--- src/rtl/axis_capture_ptr_if.sv ---
// AXIS sink stream plus capture-memory write port for axis_capture_ptr.
// slave = capture block view, master = stream source / memory view.
interface axis_capture_ptr_if #(
   parameter int DATA_W = 512,
   parameter int ADDR_W = 11
);
   logic [DATA_W-1:0] s_axis_tdata;
   logic              s_axis_tvalid;
   logic              s_axis_tready;
   logic              mem_we;
   logic [ADDR_W-1:0] mem_addr;
   logic [DATA_W-1:0] mem_wdata;

   modport slave (
      input  s_axis_tdata, s_axis_tvalid,
      output s_axis_tready, mem_we, mem_addr, mem_wdata
   );

   modport master (
      output s_axis_tdata, s_axis_tvalid,
      input  s_axis_tready, mem_we, mem_addr, mem_wdata
   );
endinterface

--- src/rtl/axis_capture_ptr.sv ---
// AXIS capture sink: writes stream beats into a word-addressed memory between
// GPIO start/stop byte pointers, one-shot or looping, with 1-cycle write latency.
module axis_capture_ptr #(
   parameter int DATA_W         = 512,
   parameter int BYTES_PER_WORD = 64,
   parameter int ADDR_W         = 11,
   parameter int PTR_W          = 32
) (
   input  logic                axis_clk,
   input  logic                axis_rst,
   axis_capture_ptr_if.slave   bus,
   input  logic                cap_en_i,
   input  logic                loop_mode_i,
   input  logic [PTR_W-1:0]    start_ptr_i,
   input  logic [PTR_W-1:0]    stop_ptr_i,
   output logic                cap_busy_o,
   output logic                cap_done_o,
   output logic                cap_err_o,
   output logic [31:0]         beat_count_o,
   output logic [15:0]         wrap_count_o
);
   localparam int SHIFT = $clog2(BYTES_PER_WORD);

   typedef enum logic [1:0] {S_IDLE, S_CAPTURE, S_DONE} state_e;

   state_e            state_q, state_d;
   logic              cap_en_q, arm_ok_q;
   logic              tready_q, tready_d;
   logic              loop_q, loop_d;
   logic [ADDR_W-1:0] start_w_q, start_w_d;
   logic [ADDR_W-1:0] stop_w_q, stop_w_d;
   logic [ADDR_W-1:0] wr_ptr_q, wr_ptr_d;
   logic [31:0]       beat_q, beat_d;
   logic [15:0]       wrap_q, wrap_d;
   logic              done_q, done_d;
   logic              err_q, err_d;
   logic              we_q, we_d;
   logic [ADDR_W-1:0] addr_q, addr_d;
   logic [DATA_W-1:0] wdata_q, wdata_d;

   logic [ADDR_W-1:0] start_word, stop_word;
   logic              hs, rise;
   logic              unused_ptr_bits;

   assign start_word = start_ptr_i[ADDR_W+SHIFT-1:SHIFT];
   assign stop_word  = stop_ptr_i[ADDR_W+SHIFT-1:SHIFT];
   assign unused_ptr_bits = ^{start_ptr_i[SHIFT-1:0], stop_ptr_i[SHIFT-1:0],
                              start_ptr_i[PTR_W-1:ADDR_W+SHIFT], stop_ptr_i[PTR_W-1:ADDR_W+SHIFT]};

   assign hs   = bus.s_axis_tvalid & tready_q;
   // arm_ok_q forces cap_en to be seen low after reset, so a level held
   // high across reset never counts as a fresh rising edge.
   assign rise = cap_en_i & ~cap_en_q & arm_ok_q;

   always_comb begin
      state_d   = state_q;
      tready_d  = tready_q;
      loop_d    = loop_q;
      start_w_d = start_w_q;
      stop_w_d  = stop_w_q;
      wr_ptr_d  = wr_ptr_q;
      beat_d    = beat_q;
      wrap_d    = wrap_q;
      done_d    = done_q;
      err_d     = err_q;
      we_d      = hs;
      addr_d    = hs ? wr_ptr_q : addr_q;
      wdata_d   = hs ? bus.s_axis_tdata : wdata_q;

      case (state_q)
         S_IDLE: begin
            tready_d = 1'b0;
            if (rise) begin
               start_w_d = start_word;
               stop_w_d  = stop_word;
               loop_d    = loop_mode_i;
               beat_d    = '0;
               wrap_d    = '0;
               done_d    = 1'b0;
               err_d     = 1'b0;
               if (stop_word < start_word) begin
                  err_d   = 1'b1;
                  state_d = S_DONE;
               end else begin
                  wr_ptr_d = start_word;
                  tready_d = 1'b1;
                  state_d  = S_CAPTURE;
               end
            end
         end
         S_CAPTURE: begin
            if (hs) begin
               beat_d = (beat_q == '1) ? beat_q : beat_q + 32'd1;
               if (wr_ptr_q == stop_w_q) begin
                  if (loop_q) begin
                     wr_ptr_d = start_w_q;
                     wrap_d   = (wrap_q == '1) ? wrap_q : wrap_q + 16'd1;
                  end else begin
                     state_d  = S_DONE;
                     tready_d = 1'b0;
                     done_d   = 1'b1;
                  end
               end else begin
                  wr_ptr_d = wr_ptr_q + ADDR_W'(1);
               end
            end
            // Abort wins over a simultaneous final beat: the beat is still
            // written, but the capture is not reported as done.
            if (!cap_en_i) begin
               state_d  = S_IDLE;
               tready_d = 1'b0;
               done_d   = 1'b0;
            end
         end
         S_DONE: begin
            tready_d = 1'b0;
            if (!cap_en_i) state_d = S_IDLE;
         end
         default: begin
            state_d  = S_IDLE;
            tready_d = 1'b0;
         end
      endcase
   end

   always_ff @(posedge axis_clk) begin
      if (axis_rst) begin
         state_q   <= S_IDLE;
         cap_en_q  <= 1'b0;
         arm_ok_q  <= 1'b0;
         tready_q  <= 1'b0;
         loop_q    <= 1'b0;
         start_w_q <= '0;
         stop_w_q  <= '0;
         wr_ptr_q  <= '0;
         beat_q    <= '0;
         wrap_q    <= '0;
         done_q    <= 1'b0;
         err_q     <= 1'b0;
         we_q      <= 1'b0;
         addr_q    <= '0;
         wdata_q   <= '0;
      end else begin
         state_q   <= state_d;
         cap_en_q  <= cap_en_i;
         arm_ok_q  <= arm_ok_q | ~cap_en_i;
         tready_q  <= tready_d;
         loop_q    <= loop_d;
         start_w_q <= start_w_d;
         stop_w_q  <= stop_w_d;
         wr_ptr_q  <= wr_ptr_d;
         beat_q    <= beat_d;
         wrap_q    <= wrap_d;
         done_q    <= done_d;
         err_q     <= err_d;
         we_q      <= we_d;
         addr_q    <= addr_d;
         wdata_q   <= wdata_d;
      end
   end

   assign bus.s_axis_tready = tready_q;
   assign bus.mem_we        = we_q;
   assign bus.mem_addr      = addr_q;
   assign bus.mem_wdata     = wdata_q;
   assign cap_busy_o        = (state_q == S_CAPTURE);
   assign cap_done_o        = done_q;
   assign cap_err_o         = err_q;
   assign beat_count_o      = beat_q;
   assign wrap_count_o      = wrap_q;
endmodule

--- src/flat_wrapper.sv ---
// flat-port wrapper written by rule: the top's interface ports become plain ports
module axis_capture_ptr_flat 
#(
   parameter int DATA_W         = 512,
   parameter int BYTES_PER_WORD = 64,
   parameter int ADDR_W         = 11,
   parameter int PTR_W          = 32
)
  (axis_clk, axis_rst, cap_en_i, loop_mode_i, start_ptr_i, stop_ptr_i, cap_busy_o, cap_done_o, cap_err_o, beat_count_o, wrap_count_o, bus_s_axis_tdata, bus_s_axis_tvalid, bus_s_axis_tready, bus_mem_we, bus_mem_addr, bus_mem_wdata);
  axis_capture_ptr_if #(.DATA_W(DATA_W), .ADDR_W(ADDR_W)) bus_i ();
  input  logic axis_clk;
  input  logic axis_rst;
  input  logic cap_en_i;
  input  logic loop_mode_i;
  input  logic [PTR_W-1:0] start_ptr_i;
  input  logic [PTR_W-1:0] stop_ptr_i;
  output logic cap_busy_o;
  output logic cap_done_o;
  output logic cap_err_o;
  output logic [31:0] beat_count_o;
  output logic [15:0] wrap_count_o;
  input wire logic [$bits(bus_i.s_axis_tdata)-1:0] bus_s_axis_tdata;
  input wire logic [$bits(bus_i.s_axis_tvalid)-1:0] bus_s_axis_tvalid;
  output wire logic [$bits(bus_i.s_axis_tready)-1:0] bus_s_axis_tready;
  output wire logic [$bits(bus_i.mem_we)-1:0] bus_mem_we;
  output wire logic [$bits(bus_i.mem_addr)-1:0] bus_mem_addr;
  output wire logic [$bits(bus_i.mem_wdata)-1:0] bus_mem_wdata;
  assign bus_i.s_axis_tdata = bus_s_axis_tdata;
  assign bus_i.s_axis_tvalid = bus_s_axis_tvalid;
  assign bus_s_axis_tready = bus_i.s_axis_tready;
  assign bus_mem_we = bus_i.mem_we;
  assign bus_mem_addr = bus_i.mem_addr;
  assign bus_mem_wdata = bus_i.mem_wdata;
  axis_capture_ptr #(.DATA_W(DATA_W), .BYTES_PER_WORD(BYTES_PER_WORD), .ADDR_W(ADDR_W), .PTR_W(PTR_W)) u_core (.axis_clk(axis_clk), .axis_rst(axis_rst), .bus(bus_i), .cap_en_i(cap_en_i), .loop_mode_i(loop_mode_i), .start_ptr_i(start_ptr_i), .stop_ptr_i(stop_ptr_i), .cap_busy_o(cap_busy_o), .cap_done_o(cap_done_o), .cap_err_o(cap_err_o), .beat_count_o(beat_count_o), .wrap_count_o(wrap_count_o));
endmodule
--- config.mk ---
export PLATFORM = sky130hd
export DESIGN_NAME = axis_capture_ptr_flat
export DESIGN_NICKNAME = d
export VERILOG_FILES = /design/src/rtl/axis_capture_ptr_if.sv /design/src/rtl/axis_capture_ptr.sv /design/src/flat_wrapper.sv
export SDC_FILE = /design/constraint.sdc
export NUM_CORES = 1
export LEC_CHECK = 0
export CAP_MARGIN = 30
export CORE_AREA = 2 2 452 454
export DETAILED_ROUTE_END_ITERATION = 8
export DIE_AREA = 0 0 454 456
export DONT_BUFFER_PORTS = 1
export PLACE_DENSITY = 0.3
export SYNTH_ARGS = -nofsm -noshare
export SYNTH_HDL_FRONTEND = slang
export SYNTH_SLANG_ARGS = --single-unit
--- constraint.sdc ---
create_clock -name axis_clk -period 4.38 [get_ports axis_clk]
set_input_delay 0.657 -clock axis_clk [delete_from_list [all_inputs] [get_ports axis_clk]]
set_output_delay 0.657 -clock axis_clk [all_outputs]
set_load 0.02 [all_outputs]
== Word-level counts from Yosys, hierarchy flattened ==
Index checks and enable logic that the tools add are counted.
Word-level totals
  output and inout bits: 576
  word-level logic and storage cells: 89
  bits of input ports: 581
  register bits: 613
Operators by class
  reduce and logical (&&, ||, !) cells: 9
  $add $sub $neg: 3
  muxes and demuxes: 38
  bitwise gates (word level): 6
  eq/ne operators: 17
  $lt $le $gt $ge: 1
Operators by type and width (count)
  $mux 32: 3
  $mux 16: 5
  $pmux 32 s2: 1
  $mux 11: 5
  $add 32x1->32 const B: 1
  $eq 32x32->1 const B: 1
  $pmux 16 s2: 1
  $pmux 11 s2: 1
  $add 16x1->16 const B: 1
  $eq 16x16->1 const B: 1
  $reduce_and 5->1: 3
  $mux 2: 7
  $mux 1: 12
  $add 11x1->11 const B: 1
  $eq 11x11->1: 1
  $lt 11x11->1: 1
  $ne 3x2->1 const B: 3
  $ne 2x1->1 const B: 4
  $ne 2x2->1 const B: 4
  $pmux 2 s3: 1
  $reduce_and 6->1: 1
  $pmux 1 s2: 2
  $reduce_and 4->1: 1
  $and 1x1->1: 3
  9 further kinds: 10

== Longest topological paths before layout ==
  depth in word-level cells: 6
  gate-level depth with buffers: 9
  mapped depth without buffers: 8

== Least setup slack after synthesis ==
No wires, ideal clock.
  kind: input -> register
  from: in start_ptr_i[10]
  to: reg u_core.wr_ptr_q[0]
  data arrival time: 2.220 ns
  path buffers: 1
  data required time: 4.264 ns
  stages on the path: 8
  slack: 2.044 ns
  library setup time: 0.116 ns
  cells stage by stage: inv_1 > ha_1 > a21oi_1 > o21ai_0 > a221oi_1 > a221oi_2 > clkbuf_1 > o211a_1
On the way
  word-level cells in the longest chain between the ends: 3
Ends and longest elaborated chain
  start, declared: line flat_wrapper.sv:15  | input logic [PTR_W-1:0] start_ptr_i;
  $lt 11x11->1: line axis_capture_ptr.sv:81  | if (stop_word < start_word) begin
  $ne 2x2->1 (no source line)
  $reduce_and 5->1 (no source line)
  end signal, assigned: line axis_capture_ptr.sv:151  | wr_ptr_q <= wr_ptr_d;
  end, declared: line axis_capture_ptr.sv:32  | logic [ADDR_W-1:0] wr_ptr_q, wr_ptr_d;
No other way between the ends.
A chain may end at the register's enable or synchronous reset.

== Worst setup path in the final report ==
  from: reg u_core.wr_ptr_q[5]
  to: reg u_core.wrap_q[6], in the netlist u_core.wrap_count_o[6]
On the way
  word-level cells in the longest chain between the ends: 3
Ends and longest elaborated chain
  $eq 11x11->1: line axis_capture_ptr.sv:94  | if (wr_ptr_q == stop_w_q) begin
  $ne 2x1->1 (no source line)
  $reduce_and 6->1 (no source line)
  end signal, assigned: line axis_capture_ptr.sv:153  | wrap_q <= wrap_d;
  end, declared: line axis_capture_ptr.sv:34  | logic [15:0] wrap_q, wrap_d;
No other way between the ends.

==> impl_metrics.env <==
export IMPL_cts_tree="built"
export IMPL_row_count=165
export IMPL_critPathArrivalTime_ns=3.35
export IMPL_hold_viol=0
export IMPL_fin_crit_sh_pct=62.58
export IMPL_ys_seq_area_share_pct=54.67
export IMPL_worstReg2RegEnd="u_core.wrap_count_o[6]"
export IMPL_slew_viol_final=284
export IMPL_overflow=0
export IMPL_synthCells=2856
export IMPL_vdd_ir_drop_max_uv=319.6
export IMPL_yosysTopAreaCellShare_pct=54.67
export IMPL_violations="slew limit"
export IMPL_post_cts_buffers=0
export IMPL_fmax_mhz=364.8
export IMPL_worst_slew_pin_slew_ns=2.564
export IMPL_slowest_stage="nor3_2"
export IMPL_grt_pass1_wl_mm=162.3
export IMPL_slew_headroom_pct=-70.93
export IMPL_synth_area_sq_um=22450
export IMPL_clockRootBuffer="clkbuf_16"
export IMPL_antenna_left=0
export IMPL_cts_resized=0
export IMPL_slowest_delay_ns=0.65
export IMPL_synth_seq_cells=613
export IMPL_cts_num_sinks=613
export IMPL_reg2reg_slack_ns=1.64
export IMPL_power_density_nw_per_um2=433.1
export IMPL_gp_congestion=0.9090
export IMPL_synth_async_reset_ratio_pct=0
export IMPL_grt_max_degree=563
export IMPL_power_w=0.01333
export IMPL_grt_usage_pct=11.02
export IMPL_clkTransAtPathRegs_ns=0.06
export IMPL_start_kind="register"
export IMPL_synth_top_cells_by_count="nand2_1 (1137), dfxtp_1 (613), a21oi_1 (570)"
export IMPL_setup_viol=0
export IMPL_cts_buffers=81
export IMPL_period_minus_slack_ns=2.741
export IMPL_dieArea_sq_um=207000
export IMPL_rsz0062_at_grt="no"
export IMPL_hp_class="in2reg"
export IMPL_cp_num_buf_inv=1
export IMPL_cap_violations=0
export IMPL_core_sq_um=201700
export IMPL_dr_pass1_iters=6
export IMPL_finClkSkew_ns=0.03359
export IMPL_ys_warn_count=0
export IMPL_cts_buffer_depth=3
export IMPL_synth_edf_count=0
export IMPL_cts_hold_buf=268
export IMPL_dp_hpwl_mm=88.08
export IMPL_vias_per_cell=3.533
export IMPL_antenna_found_initial=11
export IMPL_drt_iter0_drc=1489
export IMPL_crit_chain="xnor2_2 -> nand3_2 -> nor3_2 -> buf_4 -> and2_1 -> nand2_1 -> o31ai_1"
export IMPL_setup_tns_final_ns=0
export IMPL_h_tree_depth=3
export IMPL_crit_required_ns=4.99
export IMPL_avgSynthCellArea_sq_um=7.859
export IMPL_hold_end="u_core.bus.mem_wdata[432]"
export IMPL_nets=3621
export IMPL_crit_type="reg2reg"
export IMPL_io_pins=1157
export IMPL_cp_max_fo=9
export IMPL_fill_cells=23030
export IMPL_min_delay_start="bus_s_axis_tdata[432]"
export IMPL_finalNonFillerCells=5763
export IMPL_die_y_um=456
export IMPL_start_util_pct=11.13
export IMPL_dieWidth_um=454
export IMPL_synth_area_top_cells="dfxtp_1 (55%), nand2_1 (19%), a21oi_1 (13%)"
export IMPL_layout_drive_gt1_share_pct=5.412
export IMPL_holdPathStages=2
export IMPL_drc=0
export IMPL_yosysMostFrequentCell="nand2_1"
export IMPL_end_kind="register"
export IMPL_synth_largest_area_cell="dfxtp_1"
export IMPL_path_delay_family="simple AND/OR/NAND/NOR gates"
export IMPL_synth_ff_type="dfxtp_1"
export IMPL_status="finished with violations"
export IMPL_r2r_start="u_core.wr_ptr_q[5]"
export IMPL_syn2layout_area_growth_pct=37.09
export IMPL_leakagePower_nw=9.603
export IMPL_routed_via_count=20360
export IMPL_yosys_cell_types_count=52
export IMPL_avgRoutedWirePerCell_um=20.79
export IMPL_final_core_util_pct=15.26
export IMPL_first_global_vias=19620
export IMPL_port_buffers=0
export IMPL_rr_worst_depth=7
export IMPL_finalWirelength_mm=119.8
export IMPL_synth_nets=3450
export IMPL_placedCellCount=5348
export IMPL_clk_latency_ns=0.70
-- report_power, final --
group	leakage, nW	switching (W)	internal (W)
Clock	1.35	0.00285	0.00422
Sequential	4.94	0.000110	0.00563
Combinational	3.31	0.000252	0.000263
Total	9.60	0.00321	0.0101
-- through the flow --
| step | setup slack (ns) | area, sq um | hold WS (ns) |
|---|---|---|---|
| floorplan | 2.044 | 22450 | 0.4332 |
| global placement | 1.638 | 25290 | 0.4426 |
| detailed placement | 1.606 | 25290 | 0.4469 |
| CTS | 1.608 | 30760 | 0.00004391 |
| global route | 1.446 | 30760 | 0.01662 |
| finish | 1.639 | 30770 | 0.1031 |
-- area by class of cell --
| type | instances | area [sq um] | area share [%] |
|---|---|---|---|
| Sequential cell | 613 | 12270 | 39.88 |
| Multi-Input combinational cell | 2022 | 9305 | 30.24 |
| Tap cell | 2672 | 3343 | 10.87 |
| Timing Repair Buffer | 293 | 2995 | 9.735 |
| Clock buffer | 114 | 2301 | 7.478 |
| Clock inverter | 28 | 479.2 | 1.557 |
| Inverter | 16 | 61.31 | 0.1993 |
| Antenna cell | 5 | 12.51 | 0.04066 |
-- worst reg2reg max path, delay by kind of cell (launching register included) --
kind | cells | cell delay (ns)
and+or+nand+nor | 4 | 1.41
buffers and inverters | 1 | 0.28
DFF | 1 | 0.54
AOI/OAI and AO/OA | 1 | 0.27
xor gates and xnor gates | 1 | 0.16
-- routing by layer --
layer  up-vias  global-route usage, %  wire length, um
li1       9683                      -                -
met1      9767                  12.40            45780
met2       779                  19.66            61060
met3       126                  3.578            10210
met4         8                  3.041             2716
met5         -                      0               54
-- cells in the final DEF, fill, tap and decap left out, drive strengths merged, types with 2 or more instances in the layout --
cell	count
nand2	1137
dfxtp	613
a21oi	570
dlygate4sd3	268
clkbuf	114
nor2	54
nand3	34
xnor2	30
buf	25
o21ai	23
nor3	22
inv	21
nand4	19
xor2	18
ha	13
clkinv	11
and3	10
bufinv	9
and2	8
o31ai	7
and4	7
or3	7
o211a	7
nor2b	6
nor3b	6
mux2i	6
diode	5
o211ai	5
nor4	5
nand4b	4
a211oi	4
o311a	3
clkinvlp	3
a31oi	3
nand2b	2
nand3b	2
a221oi	2
-- cell families after synthesis --
kind of cell | Yosys count | share of synthesized area (%)
compound gates | 630 | 14.68
xor+xnor | 48 | 1.973
fa+ha+maj | 13 | 0.7247
buf+inv | 221 | 3.913
flops | 613 | 54.67
mux | 7 | 0.3345
simple gates | 1324 | 23.70
-- registers in the layout, indices dropped and copies added, names as in the netlist --
signal	cells
u_core.wr_ptr_q	11
u_core.cap_done_o	1
u_core.cap_err_o	1
u_core.cap_en_q	1
u_core.loop_q	1
u_core.bus.s_axis_tready	1
u_core.bus.mem_wdata	512
u_core.stop_w_q	11
u_core.wrap_count_o	16
u_core.beat_count_o	32
u_core.start_w_q	11
u_core.state_q	2
u_core.bus.mem_we	1
u_core.arm_ok_q	1
u_core.bus.mem_addr	11
-- worst max path at each step --
stage | startpoint | end | slack [ns] | depth (start not counted)
global route | u_core.wr_ptr_q[2] | u_core.wrap_count_o[6] | 1.45 | 7
global placement | u_core.wr_ptr_q[4] | u_core.wrap_count_o[6] | 1.64 | 7
floorplan | start_ptr_i[10] | u_core.wr_ptr_q[0] | 2.04 | 8
CTS | u_core.wr_ptr_q[4] | u_core.wrap_count_o[6] | 1.61 | 7
finish | u_core.wr_ptr_q[5] | u_core.wrap_count_o[6] | 1.64 | 7
detailed placement | u_core.wr_ptr_q[4] | u_core.wrap_count_o[6] | 1.61 | 7
(Power assumes the default switching activity.)
==> variant 1: new RTL, same settings <==
Put one more register stage on the output `cap_err_o`, with the module's reset. The value now appears one clock later. The other outputs are not delayed to match.
--- a/src/rtl/axis_capture_ptr.sv
+++ b/src/rtl/axis_capture_ptr.sv
@@ -167,3 +167,9 @@
    assign cap_done_o        = done_q;
-   assign cap_err_o         = err_q;
+   always_ff @(posedge axis_clk) begin
+      if (axis_rst) begin
+         cap_err_o <= '0;
+      end else begin
+         cap_err_o <= err_q;
+      end
+   end
    assign beat_count_o      = beat_q;
Formal check against the unedited RTL: not equivalent (Yosys sat finds a counterexample within 4 cycles, from zero or initial values and one cycle with axis_rst high).
==> variant 1 against the original RTL <==
- routed wire length up 2.0%
- first-iteration DRC count down 4.1%
- final area down 7.2%
- sequential cell count up 1
- total power down 0.66%
- synthesized cell count down 0.11%
- combinational power up 3%
- die area unchanged
- fmax down 1.3%
- worst setup slack worse by 0.036 ns
- count of clock-buffer cells in the layout up 6
- clock power down 3%
- area after synthesis up 0.22%
- critical path type unchanged
- critical endpoint is now u_core.beat_count_o[5]
- largest cell class unchanged
- largest power group unchanged
==> variant 1: results (changes against the original RTL) <==
- Slew @ Worst Pin: 1.279 ns (was 2.564 ns)
- Post-Syn Area: 0.02250 mm^2 (was 0.02245 mm^2)
- Non-filler cells, final: 5541 (was 5763)
- Total placed cells including tap cells: 5342 (was 5348)
- Number of global-route vias before repair: 18500 (was 19618)
- Total Nets Final: 3393 (was 3621)
- Synth Area in Compound Gates: 15.10% (was 14.68%)
- Drt total wl: 122.3 mm (was 119.8 mm)
- Via density: 3.588 (was 3.533)
- Sequential share of cell area: 43.05% (was 39.88%)
- Critical path's largest stage delay: 0.61 ns (was 0.65 ns)
- Placed inst area: 0.02531 mm^2 (was 0.02529 mm^2)
- Xor and xnor area share after synthesis: 1.674% (was 1.973%)
- Antenna Cells: 8 (was 5)
- Post-synthesis sequential area ratio: 54.64% (was 54.67%)
- R2r setup slk: 1.60 ns (was 1.64 ns)
- Layout cells sized above 1: 6.187% (was 5.412%)
- Clock buffers: 120 (was 114)
- Initial antenna violation count: 55 (was 11)
- Count of multi-input gates: 2012 (was 2022)
- Final HPWL DP: 93.26 mm (was 88.08 mm)
- Filler Cells Inserted: 23045 (was 23027)
- Status: finished clean (was complete, but fails checks)
- Clock Latency Late Sink: 0.68 ns (was 0.70 ns)
- VDD IR max: 0.2569 mV (was 0.3196 mV)
- CTS Sinks: 614 (was 613)
- Global-route wire length before repair: 162.2 mm (was 162.3 mm)
- WP data arrival: 3.32 ns (was 3.35 ns)
- Unique masters post-synth: 56 (was 52)
- Mux contribution to synthesized area: 0.5395% (was 0.3345%)
- Synth Area in Adders: 0.7231% (was 0.7247%)
- Clock skew: 0.02463 ns (was 0.03359 ns)
- Non-clk invs: 15 (was 16)
- TritonRoute pass-1 iters: 7 (was 6)
- Worst Path Max Fanout: 13 (was 9)
- Achievable Freq: 360.0 MHz (was 364.8 MHz)
- Leakage power: 8.760 nW (was 9.603 nW)
- Worst Hold Launch: bus_s_axis_tdata[131] (was bus_s_axis_tdata[432])
- Worst hold slack: 0.09896 ns (was 0.1031 ns)
- Initial DRC count: 1428 (was 1489)
- Multi-input logic area: 0.009316 mm^2 (was 0.009305 mm^2)
- Syn Inst Count: 2853 (was 2856)
-- variant 1: cell types whose count changed in the layout (fill, tap and decap cells not counted), sizes merged, moves of 6 or more --
| cell | unedited run | this run |
|---|---|---|
| dlygate4sd3 | 268 | 43 |
| nand3 | 34 | 23 |
| nor3 | 22 | 14 |
| o211ai | 5 | 13 |
| and3 | 10 | 17 |
| buf | 25 | 32 |
| o31ai | 7 | 0 |
| clkbuf | 114 | 120 |
| nor2 | 54 | 48 |
-- variant 1: what timing repair did --
action,4_1_cts,5_1_grt
hold buffers,42,1
endpoints found under the hold margin,44,21
resized for setup,0,0
-- variant 1: logic make-up (layout without fill, tap and decap cells) --
| logic type | Yosys count | after routing |
|---|---|---|
| flip-flops | 614 | 614 |
| AO/OA/AOI/OAI | 643 | 643 |
| multiplexers | 12 | 12 |
| adder cells (fa/ha/maj) | 13 | 13 |
| other | 0 | 8 |
| buffers and inverters | 227 | 235 |
| XOR/XNOR | 43 | 43 |
| AND/OR/NAND/NOR | 1301 | 1301 |
-- variant 1: metal layers --
layer	share of wire (%)	global-route usage (%)	vias to the layer above
li1	-	-	9256
met1	38	12.92	9578
met2	51	20.00	849
met3	8.0	3.175	192
met4	2.4	2.842	6
met5	0.028	0	-
-- variant 1: power breakdown --
group | leakage (nW) | total [W] | internal, W | switching, W
clock | 1.32 | 0.00689 | 0.00407 | 0.00282
combinational | 2.49 | 0.000531 | 0.000166 | 0.000366
sequential | 4.95 | 0.00582 | 0.00566 | 0.000157
total | 8.76 | 0.0132 | 0.00990 | 0.00334
-- variant 1: critical path: cells and delay by family (launching register included) --
kind,cells,cell delay [ns]
compound gates,1,0.44
xor+xnor,1,0.18
fa+ha+maj,1,0.27
flops,1,0.61
simple gates,4,1.14
==> variant 2: new RTL, config.mk and constraints unchanged <==
Made on the original files. `DATA_W` is set to 512 in 3 places; all go to 256.
--- a/src/rtl/axis_capture_ptr_if.sv
+++ b/src/rtl/axis_capture_ptr_if.sv
@@ -3,3 +3,3 @@
 interface axis_capture_ptr_if #(
-   parameter int DATA_W = 512,
+   parameter int DATA_W = 256,
    parameter int ADDR_W = 11
--- a/src/rtl/axis_capture_ptr.sv
+++ b/src/rtl/axis_capture_ptr.sv
@@ -3,3 +3,3 @@
 module axis_capture_ptr #(
-   parameter int DATA_W         = 512,
+   parameter int DATA_W         = 256,
    parameter int BYTES_PER_WORD = 64,
--- a/src/flat_wrapper.sv
+++ b/src/flat_wrapper.sv
@@ -3,3 +3,3 @@
 #(
-   parameter int DATA_W         = 512,
+   parameter int DATA_W         = 256,
    parameter int BYTES_PER_WORD = 64,
Interface: changed (resized bus_mem_wdata and bus_s_axis_tdata); port bits go from 1157 to 645. The function was not compared with the original's and may differ.
==> variant 2 against the original RTL <==
- worst setup slack worse by 0.17 ns
- first-iteration DRC count is 46% lower
- clock power is 38% lower
- non-clock buffer count is 279 lower
- combinational power is 51% lower
- final cell count is 23% lower
- final area is 40% lower
- routed wire length is 41% lower
- area after synthesis is 39% lower
- total power is 40% lower
- sequential cell count is 256 lower
- critical endpoint is now u_core.wrap_count_o[12]
==> variant 2: results (changes against the original RTL) <==
- Number of flip-flops in the largest register: 256 (was 512)
- Post-synthesis sequential area ratio: 51.92% (was 54.67%)
- Number of global-route vias before repair: 11133 (was 19618)
- Worst hold slack: 0.1171 ns (was 0.1031 ns)
- Worst setup path startpoint: u_core.bus.s_axis_tready (was u_core.wr_ptr_q[5])
- Leakage power: 5.229 nW (was 9.603 nW)
- CTS Sinks: 357 (was 613)
- Via density: 2.659 (was 3.533)
- GRT Overall Usage: 6.626% (was 11.02%)
- Global-route wire length before repair: 96.87 mm (was 162.3 mm)
- HP Class: primary input to register (unchanged)
- Worst-path clk slew: around 0.070 ns
- Filler Cells Inserted: 23514 (was 23027)
- Clock Latency Late Sink: 0.67 ns (was 0.70 ns)
- Slew @ Worst Pin: 1.426 ns (was 2.564 ns)
- Status: finished clean (was complete, but fails checks)
- Clock skew: 0.06261 ns (was 0.03359 ns)
- Non-filler cells, final: 4412 (was 5763)
- Htree depth: 2 (was 3)
- Antenna Cells: 4 (was 5)
- Non-clk invs: 15 (was 16)
- Count of multi-input gates: 1259 (was 2022)
- Synthesized net count: 2090 (was 3450)
- Largest net degree at the start of global routing: 325 (was 563)
- Initial DRC count: 803 (was 1489)
- R2r setup slk: 1.47 ns (was 1.64 ns)
- Worst Hold Launch: bus_s_axis_tdata[135] (was bus_s_axis_tdata[432])
- Dpl ws: 1.411 ns (was 1.606 ns)
- Worst Path Max Fanout: 14 (was 9)
- Total Nets Final: 2035 (was 3621)
- Final HPWL DP: 53.60 mm (was 88.08 mm)
- Signal buffers: 14 (was 293)
- GPL Wtd Cong: 0.7752 (was 0.9090)
- Register Area: 0.007147 mm^2 (was 0.01227 mm^2)
- Syn avg cell area: 7.857 um^2 (was 7.859 um^2)
- TritonCTS Buffers: 50 (was 81)
- Most frequent cells after synthesis: 619 x nand2_1, 357 x dfxtp_1, 312 x a21oi_1 (was 1137 x nand2_1, 613 x dfxtp_1, 570 x a21oi_1)
- Initial antenna violation count: 17 (was 11)
- Layout cells sized above 1: 6.509% (was 5.412%)
- Min Tclk post-route: 2.912 ns (was 2.741 ns)
- Ys flop type: dfxtp_1 (unchanged)
- Clock-cell share: 9.450% (was 9.035%)
- Sink of the worst hold path: u_core.bus.mem_wdata[135] (was u_core.bus.mem_wdata[432])
- VDD IR max: 0.2452 mV (was 0.3196 mV)
- Total placed cells including tap cells: 4317 (was 5348)
- Buffering overhead: 0.7684% (was 9.735%)
- Worst Reg-to-Reg Cells: 6 (was 7)
- Worst r2r dst: u_core.wrap_count_o[12] (was u_core.wrap_count_o[6])
- Slew Limit Fails: 0 (was 284)
- TritonRoute pass-1 iters: 5 (was 6)
- Unique masters post-synth: 55 (was 52)
- CTS max path bufs: 3 (unchanged)
- Multi-input combinational area share: 32.91% (was 30.24%)
- Top cells by area, synth: dfxtp_1 52%, nand2_1 17%, a21oi_1 11%, clkbuf_1 2.8%, xnor2_1 1.8% (was dfxtp_1 55%, nand2_1 19%, a21oi_1 13%, clkbuf_1 3.0%, xnor2_1 1.1%)
- WP data arrival: 3.44 ns (was 3.35 ns)
- Clock buffers: 76 (was 114)
==> variant 2: cell families (layout without fill, tap and decap cells) <==
| kind of cell | count (synthesis) | count (layout) | synth area share (%) |
|---|---|---|---|
| buffers and inverters | 136 | 120 | 3.827 |
| AO/OA/AOI/OAI | 370 | 370 | 14.45 |
| AND/OR/NAND/NOR | 818 | 818 | 24.83 |
| multiplexers | 8 | 8 | 0.6090 |
| other | 0 | 4 | 0 |
| flip-flops | 357 | 357 | 51.92 |
| adder cells (fa/ha/maj) | 13 | 13 | 1.182 |
| XOR/XNOR | 50 | 50 | 3.181 |
==> variant 2: power by group through the flow <==
stage / clock network [W] / registers (W) / logic, W
global placement: 0 / 0.00342 / 0.000261
floorplan: 0 / 0.00340 / 0.000221
finish: 0.00439 / 0.00335 / 0.000253
detailed placement: 0 / 0.00342 / 0.000260
global route: 0.00473 / 0.00335 / 0.000284
CTS: 0.00461 / 0.00335 / 0.000262
==> variant 2: through the flow <==
stage               cell area, um^2  utilization [%]
finish                        18560            9.203
detailed placement            16800            8.329
global placement              16800            8.329
CTS                           18550            9.198
floorplan                     13770                -
global route                  18560            9.199
==> variant 2: per-layer routing <==
metal | up-vias | share of wire [%] | track usage [%] | wire length [um]
met4 | 10 | 2.7 | 2.300 | 1900
met3 | 83 | 5.6 | 1.684 | 3979
met2 | 311 | 51 | 11.59 | 36490
li1 | 5685 | - | - | -
met5 | - | 0.096 | 0 | 68
met1 | 5643 | 40 | 7.749 | 28750
==> variant 2: critical path, cell delays in order, from the launching register on <==
cell	delay, ns
dfxtp_1	0.60
and2_4	0.43
nand3_1	0.35
a31oi_2	0.49
nand3_1	0.37
or3_1	0.44
a21oi_1	0.15
